<file path="src/rtl/crc_pkg.sv">
// Shared types, limits and constants for the streaming CRC engine.
// Also hosts the bit-reflection helper used by the engine datapath.
package crc_pkg;

  localparam int CRC_W_MIN = 8;
  localparam int CRC_W_MAX = 32;
  localparam int DATA_W_MIN = 8;
  localparam int DATA_W_MAX = 32;

  localparam logic [31:0] CRC8_POLY        = 32'h0000_0007;
  localparam logic [31:0] CRC16_CCITT_POLY = 32'h0000_1021;
  localparam logic [31:0] CRC32_POLY       = 32'h04C1_1DB7;
  localparam logic [31:0] CRC32_INIT       = 32'hFFFF_FFFF;
  localparam logic [31:0] CRC32_XOROUT     = 32'hFFFF_FFFF;

  typedef enum logic [1:0] {
    ST_IDLE   = 2'd0,
    ST_CALC   = 2'd1,
    ST_RESULT = 2'd2
  } state_e;

  // Reverse the low w bits of v; bits at and above w come back zero.
  function automatic logic [31:0] reflect_bits(
    input logic [31:0] v,
    input int          w
  );
    logic [31:0] r;
    logic [4:0]  src;
    r = '0;
    for (int i = 0; i < 32; i++) begin
      if (i < w) begin
        src = 5'(w - 1 - i);
        r[5'(i)] = v[src];
      end
    end
    return r;
  endfunction

endpackage

</file>
<file path="src/rtl/crc_stream_engine_if.sv">
// Beat stream in and CRC result out, both valid/ready.
// The master drives beats and consumes results; the slave is the engine.
interface crc_stream_engine_if #(
  parameter int CRC_WIDTH  = 32,
  parameter int DATA_WIDTH = 32,
  parameter int BCNT_W     = $clog2(DATA_WIDTH/8) + 1
);

  logic                  s_valid_i;
  logic                  s_ready_o;
  logic [DATA_WIDTH-1:0] s_data_i;
  logic                  s_last_i;
  logic [BCNT_W-1:0]     s_bytes_i;
  logic                  crc_valid_o;
  logic                  crc_ready_i;
  logic [CRC_WIDTH-1:0]  crc_o;

  modport master (
    output s_valid_i, s_data_i, s_last_i, s_bytes_i, crc_ready_i,
    input  s_ready_o, crc_valid_o, crc_o
  );

  modport slave (
    input  s_valid_i, s_data_i, s_last_i, s_bytes_i, crc_ready_i,
    output s_ready_o, crc_valid_o, crc_o
  );

endinterface

</file>
<file path="src/rtl/crc_byte_step.sv">
// Folds one byte, MSB first, into a CRC register with a runtime polynomial.
// Purely combinational: eight unrolled shift/xor steps.
module crc_byte_step #(
  parameter int CRC_WIDTH = 32
) (
  input  logic [CRC_WIDTH-1:0] crc_i,
  input  logic [CRC_WIDTH-1:0] poly_i,
  input  logic [7:0]           data_i,
  output logic [CRC_WIDTH-1:0] crc_o
);

  logic [CRC_WIDTH-1:0] c;
  logic                 fb;

  always_comb begin
    c  = crc_i;
    fb = 1'b0;
    for (int k = 7; k >= 0; k--) begin
      fb = c[CRC_WIDTH-1] ^ data_i[k];
      c  = {c[CRC_WIDTH-2:0], 1'b0};
      if (fb) c = c ^ poly_i;
    end
    crc_o = c;
  end

endmodule

</file>
<file path="src/rtl/crc_stream_engine.sv">
// Runtime-configurable streaming CRC: one byte per cycle from a beat
// buffer, config latched at frame start, finalised result held until taken.
module crc_stream_engine
  import crc_pkg::*;
#(
  parameter int CRC_WIDTH  = 32,
  parameter int DATA_WIDTH = 32
) (
  input  logic                 clk_i,
  input  logic                 rst_n_i,
  input  logic                 clr_i,
  input  logic [CRC_WIDTH-1:0] cfg_poly_i,
  input  logic [CRC_WIDTH-1:0] cfg_init_i,
  input  logic [CRC_WIDTH-1:0] cfg_xorout_i,
  input  logic                 cfg_refin_i,
  input  logic                 cfg_refout_i,
  crc_stream_engine_if.slave   bus,
  output logic                 busy_o
);

  localparam int BCNT_W = $clog2(DATA_WIDTH/8) + 1;
  localparam logic [BCNT_W-1:0] NB = BCNT_W'(DATA_WIDTH/8);

  state_e                state_q, state_d;
  logic                  sof_q, sof_d;
  logic [CRC_WIDTH-1:0]  crc_q, crc_d;
  logic [CRC_WIDTH-1:0]  res_q, res_d;
  logic [DATA_WIDTH-1:0] beat_q, beat_d;
  logic                  last_q, last_d;
  logic [BCNT_W-1:0]     nbytes_q, nbytes_d;
  logic [BCNT_W-1:0]     idx_q, idx_d;
  logic [CRC_WIDTH-1:0]  poly_q, poly_d;
  logic [CRC_WIDTH-1:0]  xorout_q, xorout_d;
  logic                  refin_q, refin_d;
  logic                  refout_q, refout_d;

  logic                  st_idle, st_calc, st_result;
  logic                  accept, last_byte;
  logic [BCNT_W-1:0]     bytes_eff;
  logic [DATA_WIDTH-1:0] beat_sh;
  logic [7:0]            raw_byte, din;
  logic [CRC_WIDTH-1:0]  crc_next, crc_fin;
  logic [31:0]           crc_rev;

  assign st_idle   = (state_q == ST_IDLE);
  assign st_calc   = (state_q == ST_CALC);
  assign st_result = (state_q == ST_RESULT);

  assign accept    = bus.s_valid_i & st_idle & ~clr_i;
  assign last_byte = (idx_q == nbytes_q - 1'b1);

  // Short last beats carry only their low bytes; 0 or oversize means full.
  assign bytes_eff = (!bus.s_last_i || bus.s_bytes_i == '0 || bus.s_bytes_i > NB)
                   ? NB : bus.s_bytes_i;

  assign beat_sh  = beat_q >> {idx_q, 3'b000};
  assign raw_byte = beat_sh[7:0];
  assign din      = refin_q ? 8'(reflect_bits(32'(raw_byte), 8)) : raw_byte;

  crc_byte_step #(
    .CRC_WIDTH (CRC_WIDTH)
  ) u_step (
    .crc_i  (crc_q),
    .poly_i (poly_q),
    .data_i (din),
    .crc_o  (crc_next)
  );

  assign crc_rev = reflect_bits(32'(crc_next), CRC_WIDTH);
  assign crc_fin = (refout_q ? CRC_WIDTH'(crc_rev) : crc_next) ^ xorout_q;

  always_ff @(posedge clk_i or negedge rst_n_i) begin
    if (!rst_n_i) begin
      state_q <= ST_IDLE;
    end else begin
      state_q <= state_d;
    end
  end

  always_comb begin
    state_d = state_q;
    if (clr_i) begin
      state_d = ST_IDLE;
    end else begin
      unique case (1'b1)
        st_idle:   if (accept) state_d = ST_CALC;
        st_calc:   if (last_byte) state_d = last_q ? ST_RESULT : ST_IDLE;
        st_result: if (bus.crc_ready_i) state_d = ST_IDLE;
        default:   state_d = ST_IDLE;
      endcase
    end
  end

  always_comb begin
    sof_d    = sof_q;
    crc_d    = crc_q;
    res_d    = res_q;
    beat_d   = beat_q;
    last_d   = last_q;
    nbytes_d = nbytes_q;
    idx_d    = idx_q;
    poly_d   = poly_q;
    xorout_d = xorout_q;
    refin_d  = refin_q;
    refout_d = refout_q;
    if (clr_i) begin
      sof_d = 1'b1;
      crc_d = '0;
    end else begin
      unique case (1'b1)
        st_idle: begin
          if (accept) begin
            beat_d   = bus.s_data_i;
            last_d   = bus.s_last_i;
            nbytes_d = bytes_eff;
            idx_d    = '0;
            if (sof_q) begin
              crc_d    = cfg_init_i;
              poly_d   = cfg_poly_i;
              xorout_d = cfg_xorout_i;
              refin_d  = cfg_refin_i;
              refout_d = cfg_refout_i;
              sof_d    = 1'b0;
            end
          end
        end
        st_calc: begin
          crc_d = crc_next;
          idx_d = idx_q + 1'b1;
          if (last_byte && last_q) res_d = crc_fin;
        end
        st_result: begin
          if (bus.crc_ready_i) sof_d = 1'b1;
        end
        default: ;
      endcase
    end
  end

  always_ff @(posedge clk_i or negedge rst_n_i) begin
    if (!rst_n_i) begin
      sof_q    <= 1'b1;
      crc_q    <= '0;
      res_q    <= '0;
      beat_q   <= '0;
      last_q   <= 1'b0;
      nbytes_q <= '0;
      idx_q    <= '0;
      poly_q   <= '0;
      xorout_q <= '0;
      refin_q  <= 1'b0;
      refout_q <= 1'b0;
    end else begin
      sof_q    <= sof_d;
      crc_q    <= crc_d;
      res_q    <= res_d;
      beat_q   <= beat_d;
      last_q   <= last_d;
      nbytes_q <= nbytes_d;
      idx_q    <= idx_d;
      poly_q   <= poly_d;
      xorout_q <= xorout_d;
      refin_q  <= refin_d;
      refout_q <= refout_d;
    end
  end

  assign bus.s_ready_o   = st_idle;
  assign bus.crc_valid_o = st_result;
  assign bus.crc_o       = res_q;
  assign busy_o          = ~st_idle | ~sof_q;

endmodule

</file>
<file path="src/flat_wrapper.sv">
// flat-port wrapper written by rule: the top's interface ports become plain ports
module crc_stream_engine_flat import crc_pkg::*;
#(
  parameter int CRC_WIDTH  = 32,
  parameter int DATA_WIDTH = 32
)
  (clk_i, rst_n_i, clr_i, cfg_poly_i, cfg_init_i, cfg_xorout_i, cfg_refin_i, cfg_refout_i, busy_o, bus_s_valid_i, bus_s_data_i, bus_s_last_i, bus_s_bytes_i, bus_crc_ready_i, bus_s_ready_o, bus_crc_valid_o, bus_crc_o);
  crc_stream_engine_if #(.CRC_WIDTH(CRC_WIDTH), .DATA_WIDTH(DATA_WIDTH)) bus_i ();
  input  logic clk_i;
  input  logic rst_n_i;
  input  logic clr_i;
  input  logic [CRC_WIDTH-1:0] cfg_poly_i;
  input  logic [CRC_WIDTH-1:0] cfg_init_i;
  input  logic [CRC_WIDTH-1:0] cfg_xorout_i;
  input  logic cfg_refin_i;
  input  logic cfg_refout_i;
  output logic busy_o;
  input wire logic [$bits(bus_i.s_valid_i)-1:0] bus_s_valid_i;
  input wire logic [$bits(bus_i.s_data_i)-1:0] bus_s_data_i;
  input wire logic [$bits(bus_i.s_last_i)-1:0] bus_s_last_i;
  input wire logic [$bits(bus_i.s_bytes_i)-1:0] bus_s_bytes_i;
  input wire logic [$bits(bus_i.crc_ready_i)-1:0] bus_crc_ready_i;
  output wire logic [$bits(bus_i.s_ready_o)-1:0] bus_s_ready_o;
  output wire logic [$bits(bus_i.crc_valid_o)-1:0] bus_crc_valid_o;
  output wire logic [$bits(bus_i.crc_o)-1:0] bus_crc_o;
  assign bus_i.s_valid_i = bus_s_valid_i;
  assign bus_i.s_data_i = bus_s_data_i;
  assign bus_i.s_last_i = bus_s_last_i;
  assign bus_i.s_bytes_i = bus_s_bytes_i;
  assign bus_i.crc_ready_i = bus_crc_ready_i;
  assign bus_s_ready_o = bus_i.s_ready_o;
  assign bus_crc_valid_o = bus_i.crc_valid_o;
  assign bus_crc_o = bus_i.crc_o;
  crc_stream_engine #(.CRC_WIDTH(CRC_WIDTH), .DATA_WIDTH(DATA_WIDTH)) u_core (.clk_i(clk_i), .rst_n_i(rst_n_i), .clr_i(clr_i), .cfg_poly_i(cfg_poly_i), .cfg_init_i(cfg_init_i), .cfg_xorout_i(cfg_xorout_i), .cfg_refin_i(cfg_refin_i), .cfg_refout_i(cfg_refout_i), .bus(bus_i), .busy_o(busy_o));
endmodule
</file>
<file path="config.mk">
export PLATFORM = sky130hd
export DESIGN_NAME = crc_stream_engine_flat
export DESIGN_NICKNAME = d
export VERILOG_FILES = /design/src/rtl/crc_pkg.sv /design/src/rtl/crc_stream_engine_if.sv /design/src/rtl/crc_byte_step.sv /design/src/rtl/crc_stream_engine.sv /design/src/flat_wrapper.sv
export SDC_FILE = /design/constraint.sdc
export NUM_CORES = 1
export LEC_CHECK = 0
export BUFFER_PORTS_ARGS = -buffer_cell sky130_fd_sc_hd__buf_2
export CAP_MARGIN = 15
export CORE_MARGIN = 8
export CORE_UTILIZATION = 58
export DETAILED_ROUTE_END_ITERATION = 16
export PLACE_DENSITY = 0.8
export SYNTH_ARGS = -nofsm -noshare
export SYNTH_HDL_FRONTEND = slang
export SYNTH_SLANG_ARGS = --single-unit
</file>
<file path="constraint.sdc">
create_clock -name clk_i -period 13.31 [get_ports clk_i]
set_clock_uncertainty 0.15 [all_clocks]
set_input_delay 1.9965 -clock clk_i [delete_from_list [all_inputs] [get_ports clk_i]]
set_output_delay 1.9965 -clock clk_i [all_outputs]
set_load 0.05 [all_outputs]
</file>
==> flow_summary.yaml, run 1 <==
floorplan:
  io_pins: 174
  start_util_pct: 59.20
  die_area_um2: 27380
  dieHeight_um: 165.5
  dieWidth_um: 165.5
  core_um2: 21890
  rows: 54
sta:
  period_share_pct: 55.93
  setup_viol: 0
  hold_viol_final: 0
  tightest_slew_ns: 1.193
  slew_violations: 0
  rsz0062_at_grt: "false"
  slew_headroom_pct: 20.45
  setup_ws_ns: 5.866
  period_needed_ns: 7.444
  fmax_ghz: 0.1343
  tns_ns: 0
layout:
  fin_nets: 1619
  num_antenna_cells: 0
  syn2layout_area_growth_pct: 11.51
  final_cell_mix: "nand2_1 (224), buf_2 (172), dfrtp_1 (171), xnor2_1 (142), mux2_2 (101)"
  drive_above_1_share_pct: 23.34
  final_common_cell: "nand2_1"
drt:
  drtIter0Drc: 1430
  routedWlPerCell_um: 21.78
  routed-via-count: 11440
  wl_mm: 38.57
  vias_per_cell: 6.460
  postRouteAntennaNets: 0
  dr.pass1.iters: 6
  drc: 0
place:
  portBuffers: 173
  pre_cts_ws_ns: 6.160
  dp_hpwl_mm: 26.74
  gp_congestion: 0.8985
synth:
  yosys-top-cells-area: "dfrtp_1 (33%), xnor2_1 (9.6%), mux2_2 (8.8%)"
  yosysTopAreaCell: "dfrtp_1"
  ys_seq_elements: 172
  ys_seq_area_share_pct: 33.22
  postSynth.asyncResetShare_pct: 100.0
  syn_nets: 1537
  yosysTopAreaCellShare_pct: 33.02
  synth_cell_types: 73
  synthFlopType: "dfrtp_1"
  synth_cells: 1396
  synth_edf_count: 0
  synth_area_per_cell_um2: 9.283
  ys.warnings.count: 0
  synthesis.area_um2: 12960
clocking:
  postCtsSetupBuffers: 0
  htree_levels: 4
  root_buffer: "clkbuf_16"
  ctsHoldBuffers: 0
  cts_tree: "yes"
  clock_latency_ns: 0.45
  clkTransAtPathRegs_ns: 0.09
  clk_path_buf_depth: 2
  clock_sinks: 172
  numCtsBuffers: 17
  cts_resized: 0
run_status:
  status: "completed"
hold_path:
  hp-class: "register to register"
global_route:
  overflow: 0
  grt_max_degree: 64
  antenna_found_initial: 0
  grt.total_usage_pct: 28.31
  grt_pass1_vias: 10970
  grt_pass1_wl_mm: 60.56
critical_path:
  critPathMaxStageDelay_ns: 0.93
  cp_slowest_cell: "dfrtp_1"
  r2r_slack_ns: 5.87
  worst-setup-path-type: "register to register"
  crit_path_end_kind: "register"
  crit_required_ns: 13.52
  worst-path-max-fanout: 63
  path_cells: "mux4_2 > nand2b_4 > a21oi_1 > a2111oi_0 > or4_1 > nand2_1 > nor3_1 > or3_1 > a31oi_1 > xor2_1 > nand4_4 > nand3_1 > xor2_1 > o21ai_0 > a31oi_1"
  cp.arrival_ns: 7.65
  cp-start-kind: "register"
flow_run:
  cap_viol_max_count: 0
[cells in the mapped netlist (all sizes together) (15+ instances only)]
cell       n
mux2i     32
nand2    225
and3      15
nor3      15
xor2      33
o21ai     66
xnor2    145
clkbuf   100
buf       25
dfrtp    171
xnor3     34
a21oi     22
mux2     101
or3       19
a2bb2oi   15
and4      16
nand3b    18
nand4     41
inv       18
a31oi     44
nor2      52
nand3     52
[path summary, 6_finish.rpt]
kind	end	cells past startpoint	start
worst max register to register	u_core.bus.crc_o[29]	15	u_core.idx_q[0]
min in group asynchronous	u_core.poly_q[31]	1	rst_n_i
max in group asynchronous	u_core.crc_q[17]	2	rst_n_i
worst max-delay path	u_core.bus.crc_o[29]	15	u_core.idx_q[0]
worst min register to register	u_core.bus.crc_o[5]	2	u_core.bus.crc_o[5]
worst min-delay path	u_core.bus.crc_o[5]	2	u_core.bus.crc_o[5]
[metal layers]
layer	up-vias	routed length (um)	GRT usage [%]	part of all wire, %
li1	5160	-	-	-
met1	5483	16170	40.93	42
met2	718	16660	41.08	43
met3	79	4807	7.288	12
met4	0	928	8.198	2.4
met5	-	0	0	0
[logic make-up (layout without fill, tap and decap cells)]
group,Yosys count,in the layout,share of synthesized area (%)
and+or+nand+nor,478,478,17.86
adders and majority gates,2,2,0.1931
xor gates and xnor gates,212,212,18.20
buffers and inverters,144,239,4.557
muxes,141,141,12.64
AOI/OAI and AO/OA,247,247,13.32
DFF,172,172,33.22
[cell type report]
class                           instances  area, um2
Multi-Input combinational cell       1080       8075
Fill cell                            1763       7441
Sequential cell                       172       4305
Timing Repair Buffer                  188      984.7
Clock buffer                           17      425.4
Tap cell                              280      350.3
Clock inverter                         15      237.7
Inverter                               19      71.32
[worst max-delay path: cells and delay by family, from the launching register on]
family	cells	cell delay [ns]
and+or+nand+nor	7	3.33
AOI/OAI and AO/OA	5	1.38
DFF	1	0.93
xor gates and xnor gates	2	0.88
muxes	1	0.65
[per-stage QoR]
stage	cells	util [%]	hold WS [ns]	area, um2
floorplan	1396	-	0.2998	12960
global placement	1739	62.98	0.3184	13790
detailed placement	1739	62.98	0.3205	13790
CTS	1771	66.01	0.3418	14450
global route	1771	66.01	0.3753	14450
finish	1771	66.01	0.3514	14450
[state kept, by name, summed over array words and instances, names as in the netlist]
register / cells
u_core.state_q: 2
u_core.bus.crc_o: 32
u_core.sof_q: 1
u_core.nbytes_q: 3
u_core.idx_q: 3
u_core.last_q: 1
u_core.xorout_q: 32
u_core.crc_q: 32
u_core.refout_q: 1
u_core.poly_q: 32
u_core.beat_q: 32
u_core.refin_q: 1
Power of run 1 is not shown: default switching activity piles up to over one toggle a cycle in this logic, so the estimate is an artifact.
==> run 2: changes to the inputs <==
clock period = 7.3 ns   (was 13.31 ns; I/O delays follow)
==> run 2 against run 1 <==
  * Critical path depth rose by 1
  * First-iteration DRC count fell by 2.3%
  * Register-to-register slack got worse by 5.1 ns
  * Critical path type unchanged
  * Die area did not move
  * Worst hold slack got worse by 0.0079 ns
  * Non-clock buffer count rose by 15
==> flow_summary.yaml, run 2 (synthesis results as in run 1) <==
floorplan:
  dieWidth_um: 165.5
  rows: 54
  io_pins: 174
  start_util_pct: 59.20
  core_um2: 21890
  die_area_um2: 27380
  dieHeight_um: 165.5
hold_path:
  hold_depth: 2
  worstHoldStart: "u_core.crc_q[27]"
  hp-class: "register to register"
  min_to: "u_core.crc_q[27]"
sta:
  fmax_ghz: 0.1532
  setup_viol: 0
  slew_violations: 0
  rsz0062_at_grt: "false"
  period_share_pct: 89.40
  tns_ns: 0
  tightest_slew_ns: 0.8910
  period_needed_ns: 6.526
  slew_headroom_pct: 40.60
  hold_viol_final: 0
drt:
  wl_mm: 39.39
  drtIter0Drc: 1397
  routed-via-count: 11630
  routedWlPerCell_um: 22.04
  postRouteAntennaNets: 0
  dr.pass1.iters: 5
  drc: 0
  vias_per_cell: 6.510
layout:
  syn2layout_area_growth_pct: 12.43
  fillers: 1733
  final_common_cell: "nand2_1"
  fin_area_um2: 14570
  fin_nets: 1634
  final_cell_mix: "nand2_1 (224), buf_2 (172), dfrtp_1 (171), xnor2_1 (142), mux2_2 (101)"
  drive_above_1_share_pct: 24.10
critical_path:
  crit_path_end_kind: "register"
  cp.arrival_ns: 6.75
  path_cells: "mux4_2 > nand2b_4 > a21oi_1 > a2111oi_0 > or4_1 > and2_4 > or4_4 > a31o_1 > a311oi_1 > nor3_1 > o22ai_4 > buf_4 > nand3_1 > xor2_1 > or3_1 > a31oi_1"
  r2r_cells: 16
  cp-startpoint: "u_core.idx_q[0]"
  worst-setup-path-type: "register to register"
  worst-path-max-fanout: 32
  cp_slowest_cell: "dfrtp_1"
  crit_required_ns: 7.52
  cp-start-kind: "register"
  r2r_slack_ns: 0.77
  rr_startpoint: "u_core.idx_q[0]"
  worst_r2r_endpoint: "u_core.bus.crc_o[22]"
  critPathMaxStageDelay_ns: 0.70
clocking:
  clock_sinks: 172
  cts_tree: "yes"
  clkTransAtPathRegs_ns: 0.09
  numCtsBuffers: 17
  htree_levels: 4
  cts_resized: 0
  clock_latency_ns: 0.45
  clk_path_buf_depth: 2
  ctsHoldBuffers: 0
  postCtsSetupBuffers: 0
  root_buffer: "clkbuf_16"
flow_run:
  cap_viol_max_count: 0
place:
  post_dp_cell_area_um2: 13890
  portBuffers: 173
  gp_congestion: 0.8993
  dp_hpwl_mm: 27.33
global_route:
  grt_pass1_wl_mm: 63.08
  antenna_found_initial: 1
  grt.total_usage_pct: 29.21
  grt_max_degree: 62
  overflow: 0
  grt_pass1_vias: 11520
run_status:
  status: "completed"
-- run 2: cell count changes in the layout (fill, tap and decap cells not counted), sizes merged --
cell    delta
inv        +1
clkinv     -1
diode      +1
buf       +15
-- run 2: through the flow --
| stage | instances | setup WS, ns | hold slack [ns] | util (%) |
|---|---|---|---|---|
| 2_1_floorplan | 1396 | 2.174 | 0.2998 | - |
| 3_3_place_gp | 1753 | 1.038 | 0.3132 | 63.46 |
| 3_5_place_dp | 1753 | 0.9371 | 0.3241 | 63.46 |
| 4_1_cts | 1785 | 0.8777 | 0.3413 | 66.47 |
| 5_1_grt | 1787 | 0.3482 | 0.3762 | 66.55 |
| 6_report | 1787 | 0.7741 | 0.3435 | 66.55 |
-- run 2: worst max-delay path by stage --
stage	endpoint	slack, ns
3_3_place_gp	u_core.bus.crc_o[6]	1.04
3_5_place_dp	u_core.bus.crc_o[19]	0.94
5_1_grt	u_core.bus.crc_o[10]	0.35
2_1_floorplan	u_core.bus.crc_o[14]	2.17
4_1_cts	u_core.bus.crc_o[25]	0.88
6_report	u_core.bus.crc_o[22]	0.77
-- run 2: area by class of cell --
class | instances | area, um2 | share of cell area [%]
diodes | 1 | 2.502 | 0.01718
clock buffers | 17 | 425.4 | 2.920
clock inverters | 15 | 234.0 | 1.606
inverters | 19 | 71.32 | 0.4895
multi-input cells | 1080 | 8075 | 55.43
flip-flops and latches | 172 | 4305 | 29.55
well taps | 280 | 350.3 | 2.405
repair buffers | 203 | 1105 | 7.583
-- run 2: routing by layer --
layer / GRT usage (%) / share of wire [%]
met2: 43.39 / 45
met5: 0 / 0
met3: 8.304 / 12
met4: 9.740 / 2.4
met1: 40.35 / 41
-- run 2: critical path, delay by kind of cell (launching register included) --
family	cells	cell delay, ns
AND/OR/NAND/NOR	7	2.17
AO/OA/AOI/OAI	6	2.15
multiplexers	1	0.63
flip-flops	1	0.70
buffers and inverters	1	0.42
XOR/XNOR	1	0.21
Power of run 2 is left out for the same reason.
